### src/rtl/ysyx_22050710_sram_arb.sv
// Fixed-priority (MEM over IF) arbiter for one single-port SRAM with 1-cycle read latency.
// IF is guaranteed progress by a saturating starvation counter; read data is routed to the issuer.
module ysyx_22050710_sram_arb #(
    parameter int SRAM_ADDR_WD = 32,
    parameter int SRAM_DATA_WD = 64,
    parameter int STARVE_MAX   = 4
) (
    input  logic                      i_clk,
    input  logic                      i_rst,
    input  logic                      i_if_req,
    input  logic [SRAM_ADDR_WD-1:0]   i_if_addr,
    output logic                      o_if_gnt,
    output logic                      o_if_rvalid,
    output logic [SRAM_DATA_WD-1:0]   o_if_rdata,
    input  logic                      i_mem_req,
    input  logic                      i_mem_wen,
    input  logic [SRAM_DATA_WD/8-1:0] i_mem_wmask,
    input  logic [SRAM_ADDR_WD-1:0]   i_mem_addr,
    input  logic [SRAM_DATA_WD-1:0]   i_mem_wdata,
    output logic                      o_mem_gnt,
    output logic                      o_mem_rvalid,
    output logic [SRAM_DATA_WD-1:0]   o_mem_rdata,
    output logic                      o_sram_en,
    output logic                      o_sram_wen,
    output logic [SRAM_DATA_WD/8-1:0] o_sram_wmask,
    output logic [SRAM_ADDR_WD-1:0]   o_sram_addr,
    output logic [SRAM_DATA_WD-1:0]   o_sram_wdata,
    input  logic [SRAM_DATA_WD-1:0]   i_sram_rdata
);
    localparam int MASK_WD = SRAM_DATA_WD / 8;
    localparam int CNT_WD  = $clog2(STARVE_MAX + 1);

    typedef enum logic [1:0] {
        OWN_NONE = 2'd0,
        OWN_IF   = 2'd1,
        OWN_MEM  = 2'd2
    } own_e;

    own_e              resp_own, resp_own_nxt;
    logic [CNT_WD-1:0] starve_cnt, starve_cnt_nxt;
    logic              starved, if_win, mem_win, mem_wr;

    // Grants are forced low while reset is held so no access leaks out.
    assign starved = (starve_cnt == CNT_WD'(STARVE_MAX));
    assign if_win  = i_rst & i_if_req & (~i_mem_req | starved);
    assign mem_win = i_rst & i_mem_req & ~if_win;
    assign mem_wr  = mem_win & i_mem_wen;

    assign o_if_gnt     = if_win;
    assign o_mem_gnt    = mem_win;
    assign o_sram_en    = if_win | mem_win;
    assign o_sram_wen   = mem_wr;
    assign o_sram_wmask = mem_wr ? i_mem_wmask : {MASK_WD{1'b0}};
    assign o_sram_addr  = if_win  ? i_if_addr  :
                          mem_win ? i_mem_addr : {SRAM_ADDR_WD{1'b0}};
    assign o_sram_wdata = mem_win ? i_mem_wdata : {SRAM_DATA_WD{1'b0}};

    assign o_if_rvalid  = (resp_own == OWN_IF);
    assign o_mem_rvalid = (resp_own == OWN_MEM);
    assign o_if_rdata   = o_if_rvalid  ? i_sram_rdata : {SRAM_DATA_WD{1'b0}};
    assign o_mem_rdata  = o_mem_rvalid ? i_sram_rdata : {SRAM_DATA_WD{1'b0}};

    always_comb begin
        resp_own_nxt   = OWN_NONE;
        starve_cnt_nxt = starve_cnt;
        if (if_win)
            resp_own_nxt = OWN_IF;
        else if (mem_win && !i_mem_wen)
            resp_own_nxt = OWN_MEM;
        // Counts only cycles where IF waits behind MEM; saturates rather than wrapping.
        if (!i_if_req || if_win)
            starve_cnt_nxt = '0;
        else if (mem_win && !starved)
            starve_cnt_nxt = starve_cnt + CNT_WD'(1);
    end

    always_ff @(posedge i_clk or negedge i_rst) begin
        if (!i_rst) begin
            resp_own   <= OWN_NONE;
            starve_cnt <= '0;
        end else begin
            resp_own   <= resp_own_nxt;
            starve_cnt <= starve_cnt_nxt;
        end
    end

endmodule

### config.mk
export PLATFORM = sky130hd
export DESIGN_NAME = ysyx_22050710_sram_arb
export DESIGN_NICKNAME = d
export VERILOG_FILES = /design/src/rtl/ysyx_22050710_sram_arb.sv
export SDC_FILE = /design/constraint.sdc
export NUM_CORES = 1
export LEC_CHECK = 0
export ABC_AREA = 1
export CAP_MARGIN = 25
export CORE_AREA = 2 2 174 176
export DETAILED_ROUTE_END_ITERATION = 8
export DIE_AREA = 0 0 176 178
export DONT_BUFFER_PORTS = 1
export PLACE_DENSITY_LB_ADDON = 0.08
export SYNTH_ARGS = -nofsm -noshare
export SYNTH_HDL_FRONTEND = slang
export SYNTH_SLANG_ARGS = --single-unit
### constraint.sdc
create_clock -name i_clk -period 1.4 [get_ports i_clk]
set_input_delay 0.14 -clock i_clk [delete_from_list [all_inputs] [get_ports i_clk]]
set_output_delay 0.14 -clock i_clk [all_outputs]
set_load 0.02 [all_outputs]
Yosys cells after proc, flatten, opt, wreduce, memory -nomap -nowiden
Index checks and enable logic that the tools add are counted.
{"block": "op_classes", "eq_ne": 3, "add_sub_neg": 1, "n_bitwise": 9, "reduce_logical": 7, "muxes": 10}
{"op": "64-bit 2-to-1 mux", "n": 3}
{"op": "32-bit 2-to-1 mux", "n": 2}
{"op": "8-bit 2-to-1 mux", "n": 1}
{"op": "3-bit 2-to-1 mux", "n": 2}
{"op": "1-bit AND", "n": 5}
{"op": "2-bit 2-to-1 mux", "n": 2}
{"op": "3-bit by 1-bit adder with 3-bit output (second input constant)", "n": 1}
{"op": "3-bit equality test (second input constant)", "n": 1}
{"op": "1-bit zero test", "n": 3}
{"op": "2-bit by 1-bit equality test with 1-bit output (second input constant)", "n": 1}
{"op": "2-bit equality test (second input constant)", "n": 1}
{"op": "1-bit logical AND", "n": 2}
{"op": "1-bit NOT", "n": 2}
{"op": "1-bit OR", "n": 2}
{"op": "2-bit nonzero test", "n": 1}
{"op": "1-bit logical OR", "n": 1}
{"block": "totals", "input_bits": 205, "elab_cells": 32, "reg_bits": 5}

Depth between registers and ports, before layout
Gate-level depths: netlist of the first run.
{"block": "depth", "depth_word": 8, "ltp_mapped": 9, "ltp_nobuf": 8}

Worst setup path after synthesis of the first run
Ideal clock, no wire load.
{"block": "synth_timing", "path_type": "register to output", "start": "register starve_cnt[0]", "end": "output o_sram_wdata[54]", "path_stages_with_launch": 10, "slack_ps": -132, "arrival_ps": 1392, "path_buffers": 2, "required_time_ps": 1260, "path_cell_list": "dfrtp_1 -> inv_1 -> ha_1 -> nand2_1 -> nand2_2 -> nand2_4 -> nand2_2 -> buf_6 -> buf_6 -> nor2_1"}
{"block": "synth_between", "elab_chain_len": 6}
{"element": "start, declared", "line": "40", "rtl": "logic [CNT_WD-1:0] starve_cnt, starve_cnt_nxt;"}
{"element": "start signal, assigned", "line": "83", "rtl": "starve_cnt <= starve_cnt_nxt;"}
{"element": "3-bit equality test", "line": "44", "rtl": "assign starved = (starve_cnt == CNT_WD'(STARVE_MAX));"}
{"element": "1-bit OR", "line": "45", "rtl": "assign if_win = i_rst & i_if_req & (~i_mem_req | starved);"}
{"element": "1-bit AND", "line": "45"}
{"element": "1-bit NOT", "line": "46", "rtl": "assign mem_win = i_rst & i_mem_req & ~if_win;"}
{"element": "1-bit AND", "line": "46"}
{"element": "64-bit 2-to-1 mux", "line": "56", "rtl": "assign o_sram_wdata = mem_win ? i_mem_wdata : {SRAM_DATA_WD{1'b0}};"}
{"element": "end, declared", "line": "27", "rtl": "output logic [SRAM_DATA_WD-1:0] o_sram_wdata,"}
No other way between the ends.

Final worst setup path of the first run
{"block": "layout_timing", "start": "register starve_cnt[1]", "end": "output o_sram_addr[12]"}
{"block": "layout_between", "elab_chain_len": 7}
{"element": "3-bit equality test *", "line": "44"}
{"element": "1-bit OR *", "line": "45"}
{"element": "1-bit AND *", "line": "45"}
{"element": "1-bit NOT", "line": "46"}
{"element": "1-bit AND", "line": "46"}
{"element": "32-bit 2-to-1 mux", "line": "55", "rtl": "mem_win ? i_mem_addr : {SRAM_ADDR_WD{1'b0}};"}
{"element": "32-bit 2-to-1 mux *", "line": "54", "rtl": "assign o_sram_addr = if_win ? i_if_addr :"}
{"element": "end, declared", "line": "26", "rtl": "output logic [SRAM_ADDR_WD-1:0] o_sram_addr,"}
Mark *: on every way between the ends. The rest lies on a longest branch, timed or not.

==> results of run 1 <==
## kinds of logic after synthesis
kind of cell | share of synthesized area (%)
xor+xnor | 0.4128
simple gates | 58.08
fa+ha+maj | 1.179
buf+inv | 33.96
compound gates | 0.4717
flops | 5.896
## worst max-delay path: stages (launching register included)
cell and delay (ns):
dfrtp_1 0.39, inv_2 0.09, ha_4 0.14, nand2_4 0.05, nand2_4 0.09, nand2_8 0.09, buf_12 0.16, clkinv_8 0.07
clkbuf_16 0.15, nand2_1 0.06, nand2_2 0.12
## layer usage
layer,track usage (%),part of all wire (%)
met2,19.65,58
met1,8.694,33
met3,2.046,7.3
met4,2.789,2.0
met5,0,0
## worst min-delay path by stage
stage | startpoint | slack, ns | cells after the start | endpoint
after CTS | i_mem_wen | 0.02 | 1 | resp_own[1]
after global placement | i_rst | -0.15 | 0 | resp_own[0]
final | i_rst | 0.09 | 3 | starve_cnt[2]
after detailed placement | i_rst | -0.15 | 0 | resp_own[0]
after global routing | i_rst | 0.11 | 3 | starve_cnt[2]
after floorplan | i_rst | -0.16 | 0 | resp_own[0]
## synthesized netlist by cell type
cell type and n:
nor2_1 204, inv_1 143, nand2_1 74, nand3_1 33, buf_2 15, clkbuf_1 9, buf_6 5, dfrtp_1 5
inv_2 5, ha_1 2, nand2_2 2, o21ai_0 2, nand2_4 1, xor2_1 1
## power breakdown
part           internal [mW]  switching [mW]  leakage [nW]
Clock                  0.379           0.103        0.0382
Sequential             0.150         0.00361        0.0682
Combinational          0.737            1.08          3.32
## final cells by class
cell class / instances / area (um^2)
clock buffer: 4 / 78.83
tap: 390 / 488.0
sequential: 5 / 125.1
timing repair buffer: 255 / 3187
inverter: 148 / 584.3
timing repair inverter: 1 / 11.26
multi-input combinational: 320 / 2815
fill: 3156 / 22110
## through the flow
stage | total power [mW] | area, um^2 | setup WS (ns) | std cells
2_1_floorplan | 0.8594 | 2278 | -0.06103 | 501
4_1_cts | 2.088 | 5670 | -0.3906 | 1101
3_5_place_dp | 1.267 | 4299 | -0.2249 | 1077
6_report | 2.453 | 7289 | -0.3884 | 1123
3_3_place_gp | 1.274 | 4299 | -0.2091 | 1077
5_1_grt | 2.584 | 7289 | -0.4694 | 1123
## timing repair
action	CTS	global route
cloned	8	14
hold buffers	1	1
pin swaps	24	35
hold endpoints to repair	5	1
resized for setup	274	345
setup buffers	11	14
setup endpoints to repair	229	238
## flip-flops by register name, summed over array words and instances, names as in the netlist
| name | cells |
|---|---|
| resp_own | 2 |
| starve_cnt | 3 |
==> flow_summary_export.csv, run 1 <==
group,metric,value,unit
run_status,status,"complete, but fails checks",
run_status,violations,"setup timing",
logic_synthesis,synthTopCellsByArea,"nor2_1 36%, inv_1 25%, nand2_1 13%, nand3_1 7.8%, dfrtp_1 5.9%",
place,gp_congestion,0.9020,
setup_path,r2r_start,"starve_cnt[1]",
detailed_routing,routed_via_density,3.522,
setup_path,end_kind,"output pin",
floorplanning,die-area,31330,um^2
logic_synthesis,synth_area_per_cell,4.236,um^2
setup_path,crit_fanout,8,
place,io_buffers,0,
setup_path,r2r.worst_path.cells,10,
floorplanning,die_h,178,um
global_routing,grt_usage,9.284,%
clock_network,clk_pin_slew,0.04,ns
logic_synthesis,syn_inst,501,
logic_synthesis,synth_nets,708,
timing,rsz0062_at_grt,"true",
clock_network,cts.sinks,5,
logic_synthesis,synth_area,2122,um^2
detailed_routing,vias,3955,
layout,final_nets,941,
setup_path,startpoint,"starve_cnt[1]",
logic_synthesis,ys_warn_count,0,
setup_path,r2r_end,"resp_own[0]",
logic_synthesis,yosysSeqAreaShare,5.896,%
clock_network,clockBufferDepth,2,
clock_network,cts_max_level,1,
global_routing,grt_antenna_before_repair,0,
timing,maxSlewViolCount,0,
pwr,peakVddDrop,0.0003186,V
pwr,p_per_area,336.6,nW/um^2
clock_network,cts_buffers,3,
timing,fin_crit_sh,127.7,%
detailed_routing,wl_per_cell,15.98,um
setup_path,startpoint_type,"register",
detailed_routing,ant_nets,0,
timing,fin_ws,-0.3884,ns
setup_path,cp_data_required_time,1.26,ns
layout,area_delta_synth_final,243.5,%
floorplanning,fp.coreArea,29400,um^2
layout,final_cell_mix,"187 x buf_6, 166 x nor2_4, 139 x inv_1",
global_routing,grt_max_degree,33,
layout,antenna_cells,0,
floorplanning,pin_count,443,
timing,finClkSkew,0.0002297,ns
timing,slew_headroom,74.43,%
clock_network,cts_root_buf,"clkbuf_16",
setup_path,cp_data_arrival_time,1.65,ns
logic_synthesis,synth_top_area_share,36.08,%
clock_network,cts_tree,"built",
global_routing,grt_pass1_wl,21940,um
place,hpwl,13510,um
timing,tns,-53.79,ns
global_routing,globalRouteOverflowTotal,0,
setup_path,critPathCapture,"o_sram_addr[12]",
logic_synthesis,synth_area_leader_cell,"nor2_1",
timing,finalCriticalPeriod,1.788,ns
worst_hold_path,hold_path_class,"input port to register",
job,maxCapViolations,0,
clock_network,clk_latency,0.23,ns
layout,drive_gt1_share,69.17,%
timing,finalHoldViolCount,0,
setup_path,reg2reg_slack,-0.21,ns
detailed_routing,drt-initial-drc-count,32,
floorplanning,dieWidth,176,um
logic_synthesis,ys_ff_latch,5,
detailed_routing,drt_pass1_iterations,4,
timing,worstMarginPinSlew,0.3823,ns
detailed_routing,wirelength,17950,um
logic_synthesis,ys_types,14,
layout,fin_util,24.79,%
global_routing,grt_pass1_vias,3831,
layout,layout_commonest_cell,"buf_6",
pwr,power_leakage,3.428,nW
timing,max_freq,0.5592,GHz
floorplanning,start_util,7.217,%
floorplanning,rows,63,
setup_path,path_class,"register to output pin",
timing,setup_viol,238,
timing,hold-worst-slack,0.08746,ns
detailed_routing,drcViolationCount,0,
Note: power is estimated with default switching activity, not from simulation.
==> run 2: changes to the inputs <==
PLACE_DENSITY_LB_ADDON = unset   (was 0.08)
==> run 2 against run 1 <==
  * Clock-buffer cell count fell by 1
  * Sequential power barely moved
  * The run still ends with setup timing left
  * Clock skew rose by 0.0039 ns
  * Power rose by 3.4%
  * Critical endpoint is now o_sram_wmask[5]
  * Sequential cell count did not move
==> flow_summary_export.csv, run 2 (synthesized netlist as in run 1, its figures left out) <==
group,metric,value,unit
clock_network,clockBufferDepth,2,
floorplanning,fp.coreArea,29400,um^2
pwr,peakVddDrop,0.0004006,V
timing,setup_viol,237,
setup_path,r2r.worst_path.cells,9,
layout,seqCellArea,126.4,um^2
detailed_routing,drt_pass1_iterations,4,
detailed_routing,drcViolationCount,0,
setup_path,startpoint_type,"register",
detailed_routing,wl_per_cell,18.09,um
timing,fin_crit_sh,128.6,%
pwr,finalPower,2.538,mW
pwr,pwr-share-seq,6.1,%
clock_network,cts_tree,"built",
layout,layout_commonest_cell,"buf_6",
timing,tns,-59.64,ns
place,gp_congestion,0.9610,
timing,worstMarginPinSlew,0.4189,ns
layout,area_delta_synth_final,252.5,%
floorplanning,rows,63,
global_routing,grt_usage,9.826,%
global_routing,grt_max_degree,33,
setup_path,cp.depth,10,
floorplanning,pin_count,443,
setup_path,cpMaxStageDelayCell,"dfrtp_1",
detailed_routing,wirelength,20430,um
timing,rsz0062_at_grt,"true",
layout,top_regs,"starve_cnt x3, resp_own x2",
floorplanning,die_h,178,um
global_routing,globalRouteOverflowTotal,0,
setup_path,path_class,"register to output pin",
detailed_routing,drt-initial-drc-count,152,
layout,final_nets,947,
layout,antenna_cells,0,
clock_network,cts_max_level,1,
global_routing,grt_pass1_wl,22600,um
timing,fin_ws,-0.4008,ns
layout,multi_input_area,2969,um^2
global_routing,grt_pass1_vias,3716,
pwr,power_leakage,3.603,nW
clock_network,cts.sinks,5,
run_status,violations,"setup timing",
clock_network,cts_root_buf,"clkbuf_16",
clock_network,clk_pin_slew,0.04,ns
setup_path,path_delay_family,"buffers and inverters",
layout,final_cell_mix,"160 x buf_6, 150 x nor2_4, 139 x inv_1",
timing,max_freq,0.5553,GHz
setup_path,cp_data_required_time,1.26,ns
setup_path,worst_path_largest_cell_delay,0.36,ns
setup_path,crit_top_cell,"nand2_4",
setup_path,cp_data_arrival_time,1.66,ns
setup_path,end_kind,"output pin",
layout,fillCellCount,3037,
pwr,comb_power_share,75.4,%
global_routing,grt_antenna_before_repair,0,
layout,regMostFlops,"starve_cnt",
detailed_routing,routed_via_density,3.692,
worst_hold_path,min_path_cells,3,
setup_path,reg2reg_slack,0,ns
pwr,clkPwrFrac,18.6,%
timing,finalHoldViolCount,0,
timing,maxSlewViolCount,0,
floorplanning,start_util,7.217,%
layout,largest_reg_flops,3,
floorplanning,die-area,31330,um^2
setup_path,path_buf_inv,4,
layout,drive_gt1_share,72.67,%
job,maxCapViolations,0,
pwr,switching_share,49.12,%
run_status,status,"complete, but fails checks",
floorplanning,dieWidth,176,um
place,hpwl,11960,um
timing,slew_headroom,71.97,%
clock_network,clk_latency,0.23,ns
pwr,p_per_area,339.3,nW/um^2
worst_hold_path,hold_path_class,"input port to register",
setup_path,worstPathCellList,"inv_2 -> ha_4 -> nand2_4 -> nand2_4 -> nand2_8 -> buf_12 -> nand3_4 -> buf_8 -> nor2_4 -> buf_6",
timing,finalCriticalPeriod,1.801,ns
detailed_routing,ant_nets,0,
pwr,p_int,1.291,mW
timing,finClkSkew,0.004129,ns
detailed_routing,vias,4168,
timing,hold-worst-slack,0.08869,ns
place,io_buffers,0,
clock_network,cts_buffers,3,
setup_path,crit_fanout,7,
pwr,switchingPower,1.246,mW
## run 2: stage by stage
step / setup slack (ns) / util [%] / std cells / cell area, um^2
2_1_floorplan: -0.06103 / - / 501 / 2278
3_3_place_gp: -0.1662 / 14.44 / 1070 / 4247
3_5_place_dp: -0.2306 / 14.44 / 1070 / 4247
4_1_cts: -0.4000 / 19.98 / 1109 / 5876
5_1_grt: -0.4843 / 25.44 / 1129 / 7480
6_report: -0.4008 / 25.44 / 1129 / 7480
## run 2: final cells by class
class	instances	area share, %
well taps	390	6.524
multi-input cells	321	39.70
repair inverters	1	0.1506
clock inverters	1	0.06691
inverters	148	7.979
clock buffers	3	1.004
flip-flops and latches	5	1.690
repair buffers	260	42.89
## run 2: per-layer routing
| metal | share of wire [%] | track usage (%) | vias to the layer above |
|---|---|---|---|
| met1 | 34 | 9.911 | 1979 |
| met5 | 0 | 0 | - |
| met2 | 55 | 19.42 | 297 |
| met3 | 6.5 | 2.003 | 35 |
| li1 | - | - | 1857 |
| met4 | 4.0 | 4.201 | 0 |
## run 2: worst paths after layout
path	to	from
min in group asynchronous	resp_own[1]	i_rst
max	o_sram_wmask[5]	starve_cnt[1]
max reg2reg	resp_own[0]	starve_cnt[1]
min reg2reg	starve_cnt[1]	starve_cnt[1]
min	starve_cnt[2]	i_rst
max in group asynchronous	resp_own[0]	i_rst
## run 2: timing repair
action,in CTS,in global routing
cloned,16,14
gates resized for setup,275,343
pin swaps,31,32
setup endpoints to repair,236,238
setup buffers,17,14
hold endpoints to repair,6,0
hold buffers,2,0
## run 2: power groups by stage
stage	Combinational (mW)	Clock (mW)	Sequential [mW]
after global placement	1.07	0	0.155
after global routing	2.00	0.504	0.155
final	1.91	0.471	0.154
after detailed placement	1.08	0	0.155
after floorplan	0.705	0	0.154
after CTS	1.50	0.483	0.157
## run 2: worst min-delay path: cells and delay by family
| kind | cells | cell delay [ns] |
|---|---|---|
| AND/OR/NAND/NOR | 3 | 0.13 |
==> run 3: changes to the inputs <==
CORE_AREA = 4 4 171 173   (was 2 2 174 176)
DIE_AREA = 0 0 175 177   (was 0 0 176 178)
==> run 3 against run 2 <==
  * The run still ends with setup timing left
  * Clock skew fell by 0.0025 ns
  * Sequential share of layout area rose by 0.077 points
  * Sequential cell count did not move
  * Worst hold slack got worse by 0.0096 ns
  * Cell count fell by 1.2%
  * Fmax rose by 1.2%
  * Power fell by 2.9%
  * Combinational power fell by 4%
  * Critical path type unchanged
  * Highest routed layer unchanged
==> flow_summary_export.csv, run 3 (synthesized netlist as in run 1, its figures left out) <==
group,metric,value,unit
timing,fin_ws,-0.3793,ns
setup_path,end_kind,"output pin",
detailed_routing,drt-initial-drc-count,125,
global_routing,grt_usage,8.855,%
place,detailedPlace.worstSlack,-0.3285,ns
clock_network,cts.sinks,5,
clock_network,cts_max_level,1,
detailed_routing,vias,4113,
place,hpwl,12030,um
floorplanning,die-area,30980,um^2
timing,maxSlewViolCount,0,
detailed_routing,wirelength,19730,um
run_status,status,"complete, but fails checks",
layout,layout_commonest_cell,"buf_6",
setup_path,startpoint_type,"register",
timing,finClkSkew,0.001632,ns
setup_path,crit_fanout,7,
clock_network,cts_tree,"built",
timing,finalCriticalPeriod,1.779,ns
setup_path,worstPathCellList,"inv_2 -> ha_4 -> nand2_4 -> nand2_4 -> nand2_8 -> nand2_8 -> clkbuf_16 -> nor2_4 -> buf_6",
pwr,pwr-share-seq,6.3,%
layout,area_delta_synth_final,233.8,%
timing,fin_crit_sh,127.1,%
pwr,switchingPower,1.214,mW
layout,seqCellArea,125.1,um^2
detailed_routing,ant_nets,0,
pwr,peakVddDrop,0.0005140,V
layout,regMostFlops,"starve_cnt",
setup_path,cp_data_required_time,1.26,ns
timing,setup_viol,237,
pwr,p_per_area,347.9,nW/um^2
clock_network,clk_latency,0.23,ns
pwr,power_leakage,3.393,nW
timing,finalHoldViolCount,0,
layout,final_cell_mix,"165 x buf_6, 160 x nor2_4, 138 x inv_1",
timing,max_freq,0.5620,GHz
clock_network,cts_buffers,3,
floorplanning,fp.coreArea,27630,um^2
global_routing,grt_pass1_vias,3715,
layout,fillCellCount,2922,
clock_network,clockBufferDepth,2,
global_routing,grt_pass1_wl,21650,um
floorplanning,die_h,177,um
pwr,comb_power_share,74.3,%
setup_path,cpMaxStageDelayCell,"dfrtp_1",
global_routing,grt_antenna_before_repair,3,
clock_network,clk_pin_slew,0.03,ns
pwr,switching_share,49.27,%
detailed_routing,routed_via_density,3.689,
place,io_buffers,0,
global_routing,globalRouteOverflowTotal,0,
place,gp_congestion,0.7348,
layout,drive_gt1_share,67.03,%
global_routing,grt_max_degree,33,
clock_network,cts_root_buf,"clkbuf_16",
timing,slew_headroom,80.99,%
layout,multi_input_area,2750,um^2
timing,rsz0062_at_grt,"true",
worst_hold_path,hold_path_class,"input port to register",
floorplanning,pin_count,443,
floorplanning,rows,61,
setup_path,worst_path_largest_cell_delay,0.36,ns
detailed_routing,drcViolationCount,0,
job,maxCapViolations,0,
layout,top_regs,"starve_cnt x3, resp_own x2",
pwr,p_int,1.250,mW
setup_path,path_class,"register to output pin",
setup_path,cp_data_arrival_time,1.64,ns
pwr,clkPwrFrac,19.4,%
layout,largest_reg_flops,3,
run_status,violations,"setup timing",
floorplanning,dieWidth,175,um
detailed_routing,drt_pass1_iterations,4,
layout,fin_util,25.64,%
timing,worstMarginPinSlew,0.2842,ns
layout,final_nets,942,
floorplanning,start_util,7.680,%
detailed_routing,wl_per_cell,17.70,um
run 3: cell count changes in the layout (fill, tap and decap cells not counted), moves of 2 or more:
| cell | before | now |
|---|---|---|
| nand2_4 | 33 | 4 |
| nand3_2 | 13 | 0 |
| buf_12 | 24 | 13 |
| nor2_1 | 22 | 20 |
| diode_2 | 0 | 3 |
| buf_6 | 160 | 165 |
| nand2_2 | 29 | 31 |
| nand3_1 | 19 | 32 |
| nor2_4 | 150 | 160 |
| inv_8 | 2 | 0 |
| nor2_2 | 32 | 24 |
| nand2_1 | 12 | 40 |
| clkbuf_16 | 13 | 15 |
run 3: through the flow:
step / instances / hold slack, ns / power, mW / TNS [ns] / instance area, um^2
2_1_floorplan: 501 / -0.1556 / 0.8594 / -3.182 / 2278
3_3_place_gp: 1063 / -0.1553 / 1.228 / -19.43 / 4257
3_5_place_dp: 1063 / -0.1552 / 1.239 / -23.86 / 4257
4_1_cts: 1085 / 0.06130 / 1.932 / -50.35 / 5029
5_1_grt: 1115 / 0.08567 / 2.579 / -74.19 / 7083
6_report: 1115 / 0.07911 / 2.465 / -58.30 / 7083
run 3: final cells by class:
type                       instances  share of cell area, %
timing repair buffer             255                  43.40
multi-input combinational        322                  38.83
inverter                         148                  8.108
tap                              378                  6.677
sequential                         5                  1.766
clock buffer                       4                  1.113
antenna                            3                 0.1060
run 3: worst paths after layout:
path                                    start          endpoint  slack, ns  depth (start not counted)
worst min-delay path                    i_rst     starve_cnt[2]       0.08                          3
worst max-delay path            starve_cnt[1]  o_sram_wdata[53]      -0.38                          9
worst min register to register  starve_cnt[1]     starve_cnt[1]       0.60                          2
worst max register to register  starve_cnt[1]       resp_own[1]      -0.03                          9
max in group asynchronous               i_rst       resp_own[0]       0.95                          1
min in group asynchronous               i_rst     starve_cnt[0]       0.23                          1
run 3: per-layer routing:
metal / GRT usage, % / share of wire [%] / vias to the layer above
met1: 9.534 / 34 / 1921
met3: 2.414 / 8.2 / 30
met2: 17.07 / 54 / 303
li1: - / - / 1859
met4: 2.226 / 3.4 / 0
met5: 0 / 0 / -
run 3: worst max-delay path, delay by kind of cell (launching register included):
family | cells | cell delay [ns]
adders and majority gates | 1 | 0.16
buffers and inverters | 3 | 0.39
DFF | 1 | 0.36
and+or+nand+nor | 5 | 0.47
run 3: power groups by stage:
stage	Combinational (mW)	Clock [mW]	Sequential (mW)
floorplan	0.705	0	0.154
global placement	1.07	0	0.155
detailed placement	1.08	0	0.156
CTS	1.29	0.486	0.154
global route	1.93	0.498	0.155
finish	1.83	0.478	0.154
run 3: timing repair:
item                                    4_1_cts  5_1_grt
hold buffers                                  1        1
resized for setup                           123      420
setup buffers                                 7       11
endpoints found under the setup margin      235      239
gates cloned                                 10       18
hold endpoints to repair                      5        1
pin swaps                                     7       12
